[config.mk]
export PLATFORM = sky130hd
export DESIGN_NAME = cpu_trace_buffer
export DESIGN_NICKNAME = d
export VERILOG_FILES = /design/src/rtl/cpu_trace_buffer.sv
export SDC_FILE = /design/constraint.sdc
export NUM_CORES = 1
export LEC_CHECK = 0
export CAP_MARGIN = 10
export CORE_MARGIN = 5
export CORE_UTILIZATION = 50
export DETAILED_ROUTE_END_ITERATION = 10
export DONT_BUFFER_PORTS = 1
export GPL_ROUTABILITY_DRIVEN = 1
export HOLD_SLACK_MARGIN = 0.08
export SETUP_SLACK_MARGIN = 0.15
export SYNTH_ARGS = -nofsm -noshare
export SYNTH_HDL_FRONTEND = slang
export SYNTH_SLANG_ARGS = --single-unit
export TNS_END_PERCENT = 20
[constraint.sdc]
create_clock -name clk -period 7.6 [get_ports clk]
set_input_delay 0.76 -clock clk [delete_from_list [all_inputs] [get_ports clk]]
set_output_delay 0.76 -clock clk [all_outputs]
set_load 0.02 [all_outputs]
[src/rtl/cpu_trace_buffer.sv]
// Passive retirement-trace FIFO for the multi-cycle CPU, with an arm/trigger/freeze capture FSM.
// Define CPU_TRACE_TS_EN to prepend a free-running TS_W-bit cycle timestamp to every record.
module cpu_trace_buffer #(
    parameter int DEPTH        = 16,
    parameter int STOP_ON_FULL = 1,
    parameter int TS_W         = 16,
`ifdef CPU_TRACE_TS_EN
    localparam int REC_W       = 40 + TS_W,
`else
    localparam int REC_W       = 40,
`endif
    localparam int CNT_W       = $clog2(DEPTH) + 1
) (
    input  logic             clk,
    input  logic             reset,
    input  logic             arm,
    input  logic             clear,
    input  logic             trig_en,
    input  logic [31:0]      trig_pc,
    input  logic [31:0]      cpu_pc,
    input  logic [5:0]       cpu_decode,
    input  logic             cpu_pcwre,
    input  logic             cpu_regwre,
    input  logic             cpu_zero,
    output logic             rd_valid,
    input  logic             rd_ready,
    output logic [REC_W-1:0] rd_data,
    output logic [CNT_W-1:0] count,
    output logic             overflow,
    output logic [1:0]       state
);

    localparam int PTR_W = $clog2(DEPTH);

    if (DEPTH < 2 || (DEPTH & (DEPTH - 1)) != 0) begin : g_bad_depth
        $error("cpu_trace_buffer: DEPTH must be a power of two >= 2");
    end
    if (TS_W < 1) begin : g_bad_ts_w
        $error("cpu_trace_buffer: TS_W must be >= 1");
    end

    typedef enum logic [1:0] {
        S_IDLE    = 2'b00,
        S_ARMED   = 2'b01,
        S_CAPTURE = 2'b10,
        S_FROZEN  = 2'b11
    } state_t;

    state_t           r_state;
    logic [PTR_W-1:0] r_wr_ptr;
    logic [PTR_W-1:0] r_rd_ptr;
    logic [CNT_W-1:0] r_count;
    logic             r_overflow;
    logic [REC_W-1:0] r_mem [DEPTH];

    logic             w_trig;
    logic             w_push_req;
    logic             w_empty;
    logic             w_full;
    logic             w_pop;
    logic             w_push;
    logic             w_drop;
    logic             w_freeze;
    logic [CNT_W-1:0] w_count_nxt;
    logic [REC_W-1:0] w_rec;

`ifdef CPU_TRACE_TS_EN
    logic [TS_W-1:0]  r_ts;

    always_ff @(posedge clk or negedge reset) begin
        if (!reset) r_ts <= '0;
        else        r_ts <= r_ts + 1'b1;
    end

    assign w_rec = {r_ts, cpu_decode, cpu_pc, cpu_regwre, cpu_zero};
`else
    assign w_rec = {cpu_decode, cpu_pc, cpu_regwre, cpu_zero};
`endif

    // The triggering retirement itself is captured, so ARMED+trigger counts as capturing.
    assign w_trig     = cpu_pcwre && (!trig_en || cpu_pc == trig_pc);
    assign w_push_req = !clear && cpu_pcwre &&
                        (r_state == S_CAPTURE || (r_state == S_ARMED && w_trig));
    assign w_empty    = (r_count == '0);
    assign w_full     = (r_count == CNT_W'(DEPTH));
    assign w_pop      = !clear && !w_empty && rd_ready;
    assign w_push     = w_push_req && (!w_full || w_pop);
    assign w_drop     = !clear && ((w_push_req && !w_push) ||
                                   (r_state == S_FROZEN && cpu_pcwre));

    always_comb begin
        w_count_nxt = r_count;
        if (w_push && !w_pop)      w_count_nxt = r_count + 1'b1;
        else if (w_pop && !w_push) w_count_nxt = r_count - 1'b1;
    end

    assign w_freeze = (STOP_ON_FULL != 0) && w_push_req && (w_count_nxt == CNT_W'(DEPTH));

    always_ff @(posedge clk) begin
        if (w_push) r_mem[r_wr_ptr] <= w_rec;
    end

    always_ff @(posedge clk or negedge reset) begin
        if (!reset) begin
            r_state    <= S_IDLE;
            r_wr_ptr   <= '0;
            r_rd_ptr   <= '0;
            r_count    <= '0;
            r_overflow <= 1'b0;
        end else if (clear) begin
            r_state    <= S_IDLE;
            r_wr_ptr   <= '0;
            r_rd_ptr   <= '0;
            r_count    <= '0;
            r_overflow <= 1'b0;
        end else begin
            if (w_push) r_wr_ptr <= r_wr_ptr + 1'b1;
            if (w_pop)  r_rd_ptr <= r_rd_ptr + 1'b1;
            r_count <= w_count_nxt;
            if (w_drop) r_overflow <= 1'b1;

            case (r_state)
                S_IDLE: begin
                    if (arm) r_state <= S_ARMED;
                end
                S_ARMED: begin
                    if (w_trig) r_state <= w_freeze ? S_FROZEN : S_CAPTURE;
                end
                S_CAPTURE: begin
                    if (arm)           r_state <= S_ARMED;
                    else if (w_freeze) r_state <= S_FROZEN;
                end
                S_FROZEN: begin
                    if (arm) r_state <= S_ARMED;
                end
                default: r_state <= S_IDLE;
            endcase
        end
    end

    assign rd_valid = !w_empty;
    assign rd_data  = w_empty ? '0 : r_mem[r_rd_ptr];
    assign count    = r_count;
    assign overflow = r_overflow;
    assign state    = r_state;

endmodule

Word level (Yosys, flattened, before mapping) --
Memory sizes are Yosys's and may differ from the RTL's. Cells that the tools add are included.
Storage, ports and cells: register bits after elaboration 16, latch bits 0, bits in writable memories 640, memory bits (read-only) 0, logic and storage cells 68, memories kept 1
Memory list:
- r_mem | words 16, width 40, rd ports 1, clocked after memory_dff 0, write ports 1, line 54 | logic [REC_W-1:0] r_mem [DEPTH];
Cells by class: $add $sub $neg 4, multipliers 0, div/mod/pow operators 0, $lt $le $gt $ge 0, eq/ne operators 9, shift operators 0, multiplexer cells 19, bitwise gates (word level) 0, reduce and logical (&&, ||, !) cells 30
Operators with widths (count):
- $mux 40 | 1
- $eq 32x32->1 | 1
- $mux 4 | 4
- $mux 5 | 3
- $logic_and 1x1->1 | 13
- $eq 5x5->1 const B | 2
- $mux 2 | 5
- $add 4x1->4 const B | 2
- $logic_not 1->1 | 6
- $pmux 2 s3 | 1
- $reduce_bool 2->1 | 3
- $add 5x1->5 const B | 1
- $logic_not 5->1 | 1
- $mux 1 | 5
- $sub 5x1->5 const B | 1
- $eq 2x2->1 const B | 2
- $logic_or 1x1->1 | 4
- $ne 4x4->1 const B | 1
- $ne 3x1->1 const B | 1
- $ne 3x3->1 const B | 1
- $reduce_and 3->1 | 1
- $eq 2x1->1 const B | 1
- $logic_not 2->1 | 1
- $reduce_or 2->1 | 1

Depth between registers and ports, before layout --
Gate-level depths: netlist of the first run.
depth after elaboration 17, gate-level depth with buffers 11, depth with buffers taken out 11

Least setup slack after synthesis of the first run --
No wires, ideal clock.
path kind input to register, start input port trig_pc[7], end memory r_mem[11][0] (enable), library setup time 0.552 ns, arrival 6.205 ns, setup slack 0.844 ns, stages on the path 7, buffers on the path 1, cell sequence xor2_1 -> nor4_1 -> nand2_1 -> o311ai_2 -> nand3_1 -> buf_2 -> nor4b_1
On the way: word-level cells in the longest chain between the ends 9
Ends and longest elaborated chain:
- start: declaration | line 19 | input logic [31:0] trig_pc,
- $eq 32x32->1 | line 81 | assign w_trig = cpu_pcwre && (!trig_en || cpu_pc == trig_pc);
- $logic_or 1x1->1 | line 81
- $logic_and 1x1->1 | line 81
- $logic_and 1x1->1 | line 83 | (r_state == S_CAPTURE || (r_state == S_ARMED && w_trig));
- $logic_or 1x1->1 | line 83
- $logic_and 1x1->1 | line 82 | assign w_push_req = !clear && cpu_pcwre &&
- $logic_and 1x1->1 | line 87 | assign w_push = w_push_req && (!w_full || w_pop);
- $mux 1 | line 100 | if (w_push) r_mem[r_wr_ptr] <= w_rec;
- $mux 1 (not written as such) | line 100
- end: declaration | line 54
No other way between the ends.

Worst setup path in the final report of the first run --
start register r_rd_ptr[2], end output port rd_data[39]
On the way: word-level cells in the longest chain between the ends 2
Ends and longest elaborated chain:
- start: declaration | line 51 | logic [PTR_W-1:0] r_rd_ptr;
- start signal: assignment | line 118 | if (w_pop) r_rd_ptr <= r_rd_ptr + 1'b1;
- $mem_v2 16x40
- $mux 40 | line 142 | assign rd_data = w_empty ? '0 : r_mem[r_rd_ptr];
- end: declaration | line 27 | output logic [REC_W-1:0] rd_data,
No other way between the ends.

==> results.md, run 1 <==
- The maximum buffer depth of the clock tree is 3.
- Dividing total power by cell area gives a power density of 306.6 nW/um^2.
- The path type of the worst min-delay path is in2reg.
- The worst hold slack after final layout is 230.8 ps.
- For this design the static power due to leakage is 8.835 nW.
- The placed wire-length estimate is ~35 mm.
- The number of top-level pins is 128.
- The critical path's largest stage delay is 890 ps.
- The part of the total power dissipated in sequential elements is 46.3%.
- The number of CTS-inserted buffers is ~70.
- The number of antenna diodes in the final layout is 0.
- The average wire length per cell after detail routing is 28.61 um.
- The kind of start point of the critical path is a flip-flop.
- The clock network burns 35.0% of the power.
- The fmax is 197.0 MHz.
- The critical path crosses 6 cells after its start point.
- The wire length of the first global-routing pass is 89.80 mm.
- Internal power comes to 6.468 mW.
- Synthesis inferred 656 register bits.
- The setup skew after layout is between 15 and 20 ps.
- The maximum fanout along the worst path is 27.
- Setup repair after global routing left no endpoint under its margin.
- The floorplan die height is 238.5 um.
- Summed over all instances, the cell type with the most area after synthesis is edfxtp_1.
- Of all flip-flops after synthesis, the portion carrying an async set or reset was around 2.4%.
- The most common cell type on the critical path is buf_4.
- The number of max-slew violations in the final report is 0.
- Data arrives at the worst endpoint at 4320 ps.
- The clock reaches the later pin of the worst-skew pair after 590 ps.
- For this design, the sink count on the clock tree is 656.
- The fraction of synthesized cell area taken by the top area cell type is 73.59%.
- The part of the power in combinational logic is 18.7%.
- The summed instance area of the synthesized netlist is between 20000 and 30000 um^2.
- The cell count of the worst hold path is 1.
- For this run the aggregate overflow at the end of global routing stands at 0.
- VDD sags by at most 0.0002535 V.
- Yosys printed 0 warnings.
- Dividing the final minimum period by the clock period gives 66.80%.
- For the pin with the worst max-slew slack, the measured transition is 1066 ps.
- Dividing the synthesized area by the synthesized cell count gives approximately 19 um^2.
- After the last flow step, the layout net total stands at 1501.
- The sum of routed wire length over all layers is 61.34 mm.
- The via count of the first global-routing pass is 13320.
- In this run the power spent charging and discharging nets is 2.439 mW.
- The number of buffer cells added on primary ports is 0.
- The via count of the routed design is 13140.
- The die covers 56900 um^2.
- The total setup buffers inserted after CTS is 0.
- The cell area after layout is 29050 um^2.
- The die is 238.5 um wide.
- By area the synthesized netlist is led by edfxtp_1 74%, mux4_2 6.9%, mux2i_1 4.9%.
- After synthesis, the most frequently instantiated cells are 640 x edfxtp_1, 127 x mux2i_1, 80 x mux4_2, 57 x nand2_1, 52 x clkbuf_1.
- The post-detailed-placement cell area is 26970 um^2.
- Entering global routing, the biggest net connects 69 pins.
- Setup violations remaining at the end of the flow were counted as 0.
- In this run the core area contains 83 standard-cell rows.
- For this configuration, the core starts out at a cell density of 50.70%.
- The count of different cell masters after synthesis is 57.
- At the end of the flow the core is filled with cells to 56.39%.
- The type of the worst setup path is reg2out.
- Counting flops with a built-in enable in the synthesized netlist gives 640.
- In the routed layout, each cell is associated on average with a via count of 6.127.
- The post-route netlist has 18.44% of its cells at a drive strength greater than 1.
- The number of max-cap violations is 0.
- Net switching is 27.39% of the power.
- The share of the Yosys chip area taken by registers is 75.13%.
- The library cell contributing the largest single delay on the critical path is a211oi_1.
- After detailed routing, the number of remaining DRC violations is 0.
- The level count of the clock H-tree is 3.
- The count of endpoints failing hold in the final timing report is 0.
- The most frequently used flop master after synthesis is edfxtp_1.
- The run finished with clean final reports.
- The weighted congestion at the end of routability-driven global placement is 0.7617.
- The worst relative slew slack is about 28%.
- The most numerous cell in the Yosys netlist is edfxtp_1.
- The data required time of the worst path is around 7000 ps.
- The total track usage is 21.49%.
- The net count after synthesis is 1476.
- The first-pass iteration count of the detailed router is 6.
- The number of buffers and inverters on the critical path is 2.
- Traced cell by cell, the critical path runs through buf_4 > nand2_2 > buf_4 > o221ai_1 > o22ai_1 > a211oi_1.
- Counting every instance in the synthesized netlist gives between 1000 and 1500.
- The core region is 51510 um^2.
- The detail route stage leaves a number of antenna-violating nets equal to 0.
- The sum of negative setup slack is 0 ps.
- The first routing iteration left 1102 violations.
- The clock edge transition at the registers on the reported setup and hold paths is 60 ps.
- The number of cells on the worst reg-to-reg path is 8.
- The clock tree from TritonCTS is done.
- The category of cells accounting for the largest share of critical-path delay is compound AO/OA/AOI/OAI gates.
- The post-route minimum period is 5077 ps.
- The cell at the root of the clock tree is clkbuf_16.
- The critical path capture point type is an output pin.
- The number of antenna violations at the first check in global routing is 0.
- The post-synthesis to final-layout area growth is 11.24%.
-- final timing paths --
kind                                  start             to  slack, ps
worst max-delay path            r_rd_ptr[2]    rd_data[39]       2520
worst min-delay path                  clear    r_rd_ptr[0]        230
max in group asynchronous             reset    r_rd_ptr[3]       6310
min in group asynchronous             reset    r_rd_ptr[1]        710
worst max register to register     count[0]  r_mem[15][33]       4030
worst min register to register  r_wr_ptr[1]    r_wr_ptr[1]        590
-- worst reg2reg max path, stage by stage, from the launching register on --
cell and delay, ps:
dfrtp_1 610, inv_1 120, ha_1 250, or3b_4 280, or3_4 160, and3_1 400
nand3_1 190, nor2_4 700, buf_4 490
-- per-layer routing --
layer,GRT usage [%],wire length (um)
met2,35.09,30390
met5,0,0
met1,30.22,26300
met4,4.661,1100
met3,4.845,3542
-- per-stage QoR --
step	worst slack (ps)	instances	total power, mW
after floorplan	843.8	1387	5.497
after global placement	2776	2020	5.889
after detailed placement	2696	2020	5.898
after CTS	2397	2144	9.014
after global routing	2224	2144	9.254
final	2523	2144	8.907
-- cell families after synthesis --
group                      after synthesis  synth area share (%)
adders and majority gates               10                0.4791
buffers and inverters                   92                 1.471
muxes                                  247                 13.49
and+or+nand+nor                        120                 2.429
AOI/OAI and AO/OA                      224                 5.726
xor gates and xnor gates                38                 1.274
DFF                                    656                 75.13
-- registers in the layout (all words and copies together), names as in the netlist --
| signal | flops |
|---|---|
| overflow | 1 |
| r_mem | 640 |
| r_wr_ptr | 4 |
| count | 5 |
| r_rd_ptr | 4 |
| state | 2 |
-- cell type report --
cell class,count,area (um^2)
Sequential cell,656,19630
Inverter,14,52.55
Tap cell,680,850.8
Multi-Input combinational cell,639,6178
Clock inverter,30,207.7
Timing Repair Buffer,32,267.8
Clock buffer,93,1859
Fill cell,3938,22460
-- what timing repair did --
action | in CTS | in global routing
hold buffers | 1 | 0
endpoints found under the hold margin | 16 | 0
resized for setup | 0 | 0
-- power groups by stage --
stage	clock [mW]	combinational (mW)	sequential (mW)
floorplan	0	1.37	4.13
finish	3.11	1.66	4.13
global route	3.34	1.78	4.14
CTS	3.18	1.70	4.13
detailed placement	0	1.69	4.21
global placement	0	1.68	4.20
-- cell usage in the layout, fill, tap and decap left out, types with 29 or more instances in the layout --
cell / synthesis / final
a211oi_1: 40 / 40
a21oi_1: 45 / 45
buf_4: 1 / 29
clkbuf_16: 0 / 71
edfxtp_1: 640 / 640
mux2_2: 40 / 40
mux2i_1: 127 / 127
mux4_2: 80 / 80
nand2_1: 57 / 56
o21ai_0: 43 / 43
o221ai_1: 40 / 40
o22ai_1: 40 / 40
xor2_1: 37 / 37
(Power assumes the default switching activity.)
==> run 2, diff against run 1 <==
clock period = 5.3 ns   (was 7.6 ns; I/O delays follow)
==> run 2 against run 1 <==
  * Worst hold slack worse by 88 ps
  * Non-clock buffer count up 67
  * Clock-buffer cell count down 6
  * Worst setup slack worse by 1500 ps
  * Cell area up 3.3%
  * Core utilization up 1.9 points
  * Global-route usage up 1.2 points
  * Largest power group unchanged
==> results.md, run 2 (synthesized netlist as in run 1, its figures left out) <==
- The reported leakage power is 9.278 nW.
- The setup skew after layout is 19.62 ps.
- Among all stages on the critical path, the largest delay is contributed by dfrtp_4.
- The wire-length estimate of the detail-placed layout is 37.23 mm.
- The post-synthesis to final-layout area growth is 14.90%.
- Global routing used 22.66% of the available tracks across all layers.
- After floorplanning, the core was divided into 83 placement rows.
- The data required time of the worst path is around 4800 ps.
- The critical path's largest stage delay is just under 700 ps.
- TritonCTS created 70 clock buffers.
- The number of antenna violations at the first check in global routing is 5.
- The number of sinks driven by the clock tree is roughly 660.
- The worst-case setup slack after placement is 1186 ps.
- The worst setup path is captured at an output pin.
- The critical path goes through nand2b_4 > buf_4 > o21ai_0 > nand2_1 > a211oi_1.
- The flow ran to the end, and the final reports show no timing, DRC or antenna violations.
- The H-tree was split into 3 levels.
- The total overflow left after global routing is 0.
- The critical path ends at rd_data[2].
- The library cell used most frequently in the layout, excluding fill and tap cells, is edfxtp_1.
- The floorplan die height is 238.5 um.
- The average wire length per cell after detail routing is 29.15 um.
- The maximum number of pins on one net before global-route repair is 67.
- Based on the critical path, the design can be clocked at up to 233.6 MHz.
- The clock passes through at most 3 buffers.
- After routing, the total negative slack on setup checks comes to 0 ps.
- After layout, the worst setup slack is 1018 ps.
- The register-to-register setup slack is around 2100 ps.
- The weighted congestion at the end of routability-driven global placement is roughly 0.76.
- 128 I/O pins were placed.
- The number of design rule violations left after detail routing is 0.
- The startpoint of the worst register-to-register path is count[0].
- The portion of the clock cycle consumed by the worst path in the final layout is between 80% and 90%.
- The worst register-to-register path ends at r_mem[14][26].
- The number of flip-flops under the largest register name is 640.
- The remaining number of nets flagged by the antenna check after routing is 0.
- Headroom to the max-slew limit came out at 20.10%.
- The clock tree from TritonCTS is done.
- The clock network latency to the later pin of the worst-skew pair is around 600 ps.
- In the final design database the tool counted 1569 nets.
- The number of max-slew violations in the final report came to 0.
- The type of the worst setup path is reg2out.
- Clock-pin slew was measured on the worst setup and hold paths at about 60 ps.
- The pin slew with the least headroom to its limit is 1199 ps.
- The post-route minimum period is roughly 4300 ps.
- For this design the ratio of total power to cell area is about 450 nW/um^2.
- The maximum VDD drop is between 0.0003 and 0.0004 V.
- The first-pass iteration count of the detailed router is 5.
- Counting flops per register, the top entry is r_mem.
- The startpoint of the most critical setup path is r_rd_ptr[1].
- Max-cap violations in this run came to 0.
- In the layout the commonest cells are 640 x edfxtp_1, 127 x mux2i_1, 80 x mux4_2.
- The via count of the first global-routing pass came to 13940.
- Cells with a size suffix above 1 make up between 20% and 30% of the layout.
- The via count of the routed design is 13640.
- The floorplan step defined a die boundary enclosing 56900 um^2.
- The arrival time reported for the critical path endpoint is about 3800 ps.
- The maximum fanout along the worst path is 66.
- Buffers placed on the I/O ports in this run total 0.
- The tightest min-delay check is of the in2reg type.
- The total power is 13.38 mW.
- The die is 238.5 um wide.
- The initial utilization of the core area, before any placement, comes to about 51%.
- Using the TritonRoute via totals, the vias-per-cell ratio works out to 6.165.
- Buffers added to address setup during post-CTS repair amount to 0.
- The kind of start point of the critical path is a flip-flop.
- The root buffer cell chosen for the clock tree is clkbuf_16.
- The area inside the core boundary is 51510 um^2.
- The worst register-to-register path has a depth of 7.
- The final layout contains routed wiring with a total length of between 60 and 70 mm.
- The count of endpoints failing hold in the final timing report came to 0.
- The final-report setup violation count is 0.
- Setup repair after global routing left no endpoint under its margin.
- The wire length of the first global-routing pass is 94.45 mm.
- The count of routing violations after the opening detailed-route iteration is 1161.
run 2: worst max-delay path: cells and delay by family, from the launching register on:
family,cells,cell delay [ps]
compound gates,2,1190
buf+inv,1,450
flops,1,690
simple gates,2,780
run 2: layout make-up:
class,instances,area (um^2)
diodes,2,5.005
clock inverters,36,367.9
fillers,3809,21500
inverters,14,52.55
flip-flops and latches,656,19630
repair buffers,99,988.4
multi-input cells,639,6187
well taps,680,850.8
clock buffers,87,1922
run 2: stage by stage:
step                hold slack, ps  instances  util (%)  instance area (um^2)
floorplan                    234.4       1387         -                 26120
global placement             235.5       2045     52.96                 27280
detailed placement           235.6       2045     52.96                 27280
CTS                          111.3       2211     58.24                 30000
global route                 145.4       2212     58.25                 30000
finish                       143.0       2213     58.25                 30010
run 2: report_power, final:
part	switching, mW	internal [mW]	total [mW]
sequential	0.169	5.75	5.92
clock	1.95	2.91	4.86
combinational	1.59	1.01	2.60
run 2: what timing repair did:
action / in CTS / in global routing
hold endpoints to repair: 667 / 0
hold buffers: 43 / 0
resized for setup: 0 / 0
run 2: worst min-delay path by stage:
stage | cells after the start | slack, ps | startpoint | to
finish | 2 | 140 | rd_ready | count[4]
CTS | 2 | 110 | rd_ready | count[4]
global placement | 0 | 240 | reset | overflow
detailed placement | 0 | 240 | reset | count[3]
global route | 2 | 150 | rd_ready | count[4]
floorplan | 0 | 230 | reset | count[0]
run 2: layer usage:
metal	global-route usage, %	up-vias	wire (um)
met5	0	-	48
met4	6.713	8	1495
met3	6.149	92	5248
met2	35.68	471	30870
met1	31.53	7176	26850
li1	-	5896	-
==> run 3, diff against run 2 <==
PLACE_DENSITY = 0.68   (was default)
clock period = 3.5 ns   (was 5.3 ns; I/O delays follow)
==> run 3 against run 2 <==
  * Worst setup slack got worse by 790 ps
  * Non-clock buffer count rose by 51
  * Via count about the same
  * Critical path depth up 2
  * First-iteration DRC count is 0.69% lower
  * Die area stayed put
  * Flip-flop and latch count unchanged
  * Register-to-register slack got worse by 1500 ps
  * Global-route usage down 1.3 points
  * Combinational power increased by 72%
  * Wire length fell by 5.9%
  * Critical path type unchanged
==> results.md, run 3 (synthesized netlist as in run 1, its figures left out) <==
- Summed over all nets, the half-perimeter wirelength after detailed placement is 36.40 mm.
- The final cell utilization of the core is 59.73%.
- The maximum number of pins on one net before global-route repair is 68.
- During placement, the flow inserted port buffers numbering 0.
- The H-tree was split into 3 levels.
- After filler insertion, the fill cell instance count of the layout stands at ~3700.
- The most common cell type on the critical path is buf_4.
- At the pin with the least slew margin, the transition time is about 780 ps.
- In this run the remaining antenna-violating nets after routing total 0.
- Once the floorplan was initialized, standard cells occupied 50.70% of the core.
- The worst path in the final design needs a cycle of approximately 3300 ps, including I/O delays and setup.
- The cell at the root of the clock tree is clkbuf_16.
- Combinational cells account for between 20 and 25% of the total power.
- The count of buffer and inverter cells on the critical path is 3.
- Static timing analysis puts the maximum clock frequency at 305.3 MHz.
- Cells with a size suffix above 1 make up 22.61% of the layout.
- Counting the buffers created by CTS gives 70.
- The number of setup buffers added after CTS is 0.
- The critical path's largest stage delay is 460 ps.
- Clock-pin slew was measured on the worst setup and hold paths at 60 ps.
- On the final layout, the worst hold slack is 156.8 ps.
- The via count of the first global-routing pass is 14020.
- Along the worst path, the maximum fanout reaches 40.
- The total inserted antenna cells is 0.
- The worst setup path is captured at an output pin.
- The final layout contains routed wiring with a total length of approximately 60 mm.
- The final-stage net count is 1621.
- The path type of the worst min-delay path is in2reg.
- The via count of the routed design is 13660.
- The kind of start point of the critical path is a flip-flop.
- The floorplan has 83 rows.
- The clock network latency to the later pin of the worst-skew pair is approximately 600 ps.
- The maximum buffer depth of the clock tree is 3.
- The switching share of power is between 20% and 30%.
- More flip-flops sit in one register than any other, and that register is r_mem.
- The register with the most flip-flops in the layout has 640 of them.
- In the layout the commonest cells are 640 x edfxtp_1, 127 x mux2i_1, 80 x mux4_2.
- The setup skew after layout is 20.83 ps.
- The mean number of vias per cell is 6.021.
- Traced cell by cell, the critical path runs through buf_4 > nand2_2 > buf_4 > o221ai_1 > o22ai_1 > a211oi_1 > buf_4.
- The count of routing violations after the opening detailed-route iteration is 1153.
- The most frequent standard cell in the layout excluding fill and tap cells is edfxtp_1.
- The final-report setup violation count is 0.
- The post-synthesis to final-layout area growth is 17.82%.
- Among cell families on the critical path, the largest total delay comes from compound AO/OA/AOI/OAI gates.
- The clock drives between 600 and 700 sinks.
- On the critical path, the stage with the largest delay is an instance of dfrtp_2.
- The flow ran to the end, and the final reports show no timing, DRC or antenna violations.
- The wire length of the first global-routing pass is 90.78 mm.
- Internal power comes to 15.08 mW.
- The worst setup path is of the reg2out kind.
- TritonCTS built the clock tree.
- From bottom edge to top edge, the die measures between 200 and 250 um.
- The average wire length per cell after detail routing is 26.77 um.
- The total track usage is 21.33%.
- The sum of negative setup slack is 0 ps.
- The worst pin sits at a relative slew slack of 48.13%.
- The number of max-slew violations in the final report is 0.
- Per report_power, the sequential group accounts for 42.9% of the total.
- The reported leakage power is 9.641 nW.
- The number of antenna violations at the first check in global routing is 1.
- STA puts the critical path data arrival time at 2930 ps.
- After detailed routing, the number of remaining DRC violations is 0.
- The weighted congestion at the end of routability-driven global placement is 0.7813.
- The maximum VDD drop is around 0.00057 V.
- After layout, the worst path uses 93.59% of the clock period.
- The number of max-cap violations is 0.
- In this run, the clock network consumes 35.4% of the power.
- The die outline width is 238.5 um.
- The power density normalized to cell area is between 600 and 700 nW/um^2.
- Setup repair after global routing could not meet its margin everywhere.
- The count of endpoints failing hold in the final timing report is 0.
- The pre-antenna-repair detailed-routing pass consisted of 5 iterations.
- Summed over all layers, the global routing overflow is 0.
- Pin placement for this block handled between 100 and 150 I/O pins.
- The analysis attributes to net switching a power of 5.572 mW.
- The area inside the core boundary is 51510 um^2.
- The die area is around 57000 um^2.
- The data required time of the worst path is 3150 ps.
run 3: cell types whose count changed in the layout (fill, tap and decap cells not counted), moves of 3 or more:
cell,change
buf_12,+25
buf_4,+24
clkbuf_1,+12
inv_6,+4
nor4b_4,+3
nor4b_2,-3
clkinv_2,-4
clkinv_1,-4
run 3: worst paths after layout:
path                              from            to  slack [ps]  depth (start not counted)
setup reg to reg              count[0]  r_mem[6][21]         620                          9
hold / removal                     arm      state[1]         160                          3
setup / recovery           r_rd_ptr[2]    rd_data[0]         220                          7
min in group asynchronous        reset      state[0]         270                          1
max in group asynchronous        reset   r_rd_ptr[1]        2660                          1
hold reg to reg            r_wr_ptr[1]   r_wr_ptr[1]         600                          2
run 3: power groups by stage:
stage               Sequential (mW)  Combinational (mW)  Clock, mW
global placement               9.02                4.33          0
finish                         8.87                4.46       7.31
global route                   8.87                4.76       7.79
floorplan                      8.97                2.98          0
CTS                            8.86                4.53       7.45
detailed placement             9.03                4.35          0
run 3: cell type report:
type	instances	area, um^2	area share [%]
inverters	14	52.55	0.1708
repair buffers	150	1689	5.490
clock buffers	98	1942	6.312
well taps	680	850.8	2.765
multi-input cells	640	6251	20.32
clock inverters	30	352.8	1.147
flip-flops and latches	656	19630	63.80
run 3: through the flow:
stage | instances | total power [mW] | cell area, um^2 | setup WS (ps)
2_1_floorplan | 1387 | 11.95 | 26210 | 67.99
3_3_place_gp | 2094 | 13.35 | 28010 | 569.2
3_5_place_dp | 2094 | 13.38 | 28010 | 591.2
4_1_cts | 2268 | 20.84 | 30760 | 154.5
5_1_grt | 2268 | 21.42 | 30770 | 92.73
6_report | 2268 | 20.65 | 30770 | 224.3
run 3: routing by layer:
layer	wire length, um	vias up	GRT usage, %
li1	-	5999	-
met1	24990	7066	29.38
met2	30200	487	35.17
met3	3664	103	4.003
met4	1854	0	6.522
met5	0	-	0
run 3: what timing repair did:
action / CTS / global route
endpoints found under the setup margin: 6 / 9
resized for setup: 0 / 1
endpoints found under the hold margin: 672 / 0
gates cloned: 1 / 0
hold buffers: 45 / 0
run 3: worst register-to-register path, stage by stage, from the launching register on:
cell     delay [ps]
dfrtp_1         530
inv_1           140
ha_1            210
or3b_4          430
or3_4           430
nand3_2          90
buf_4           240
nor3b_2          90
and2_2          280
buf_12          180
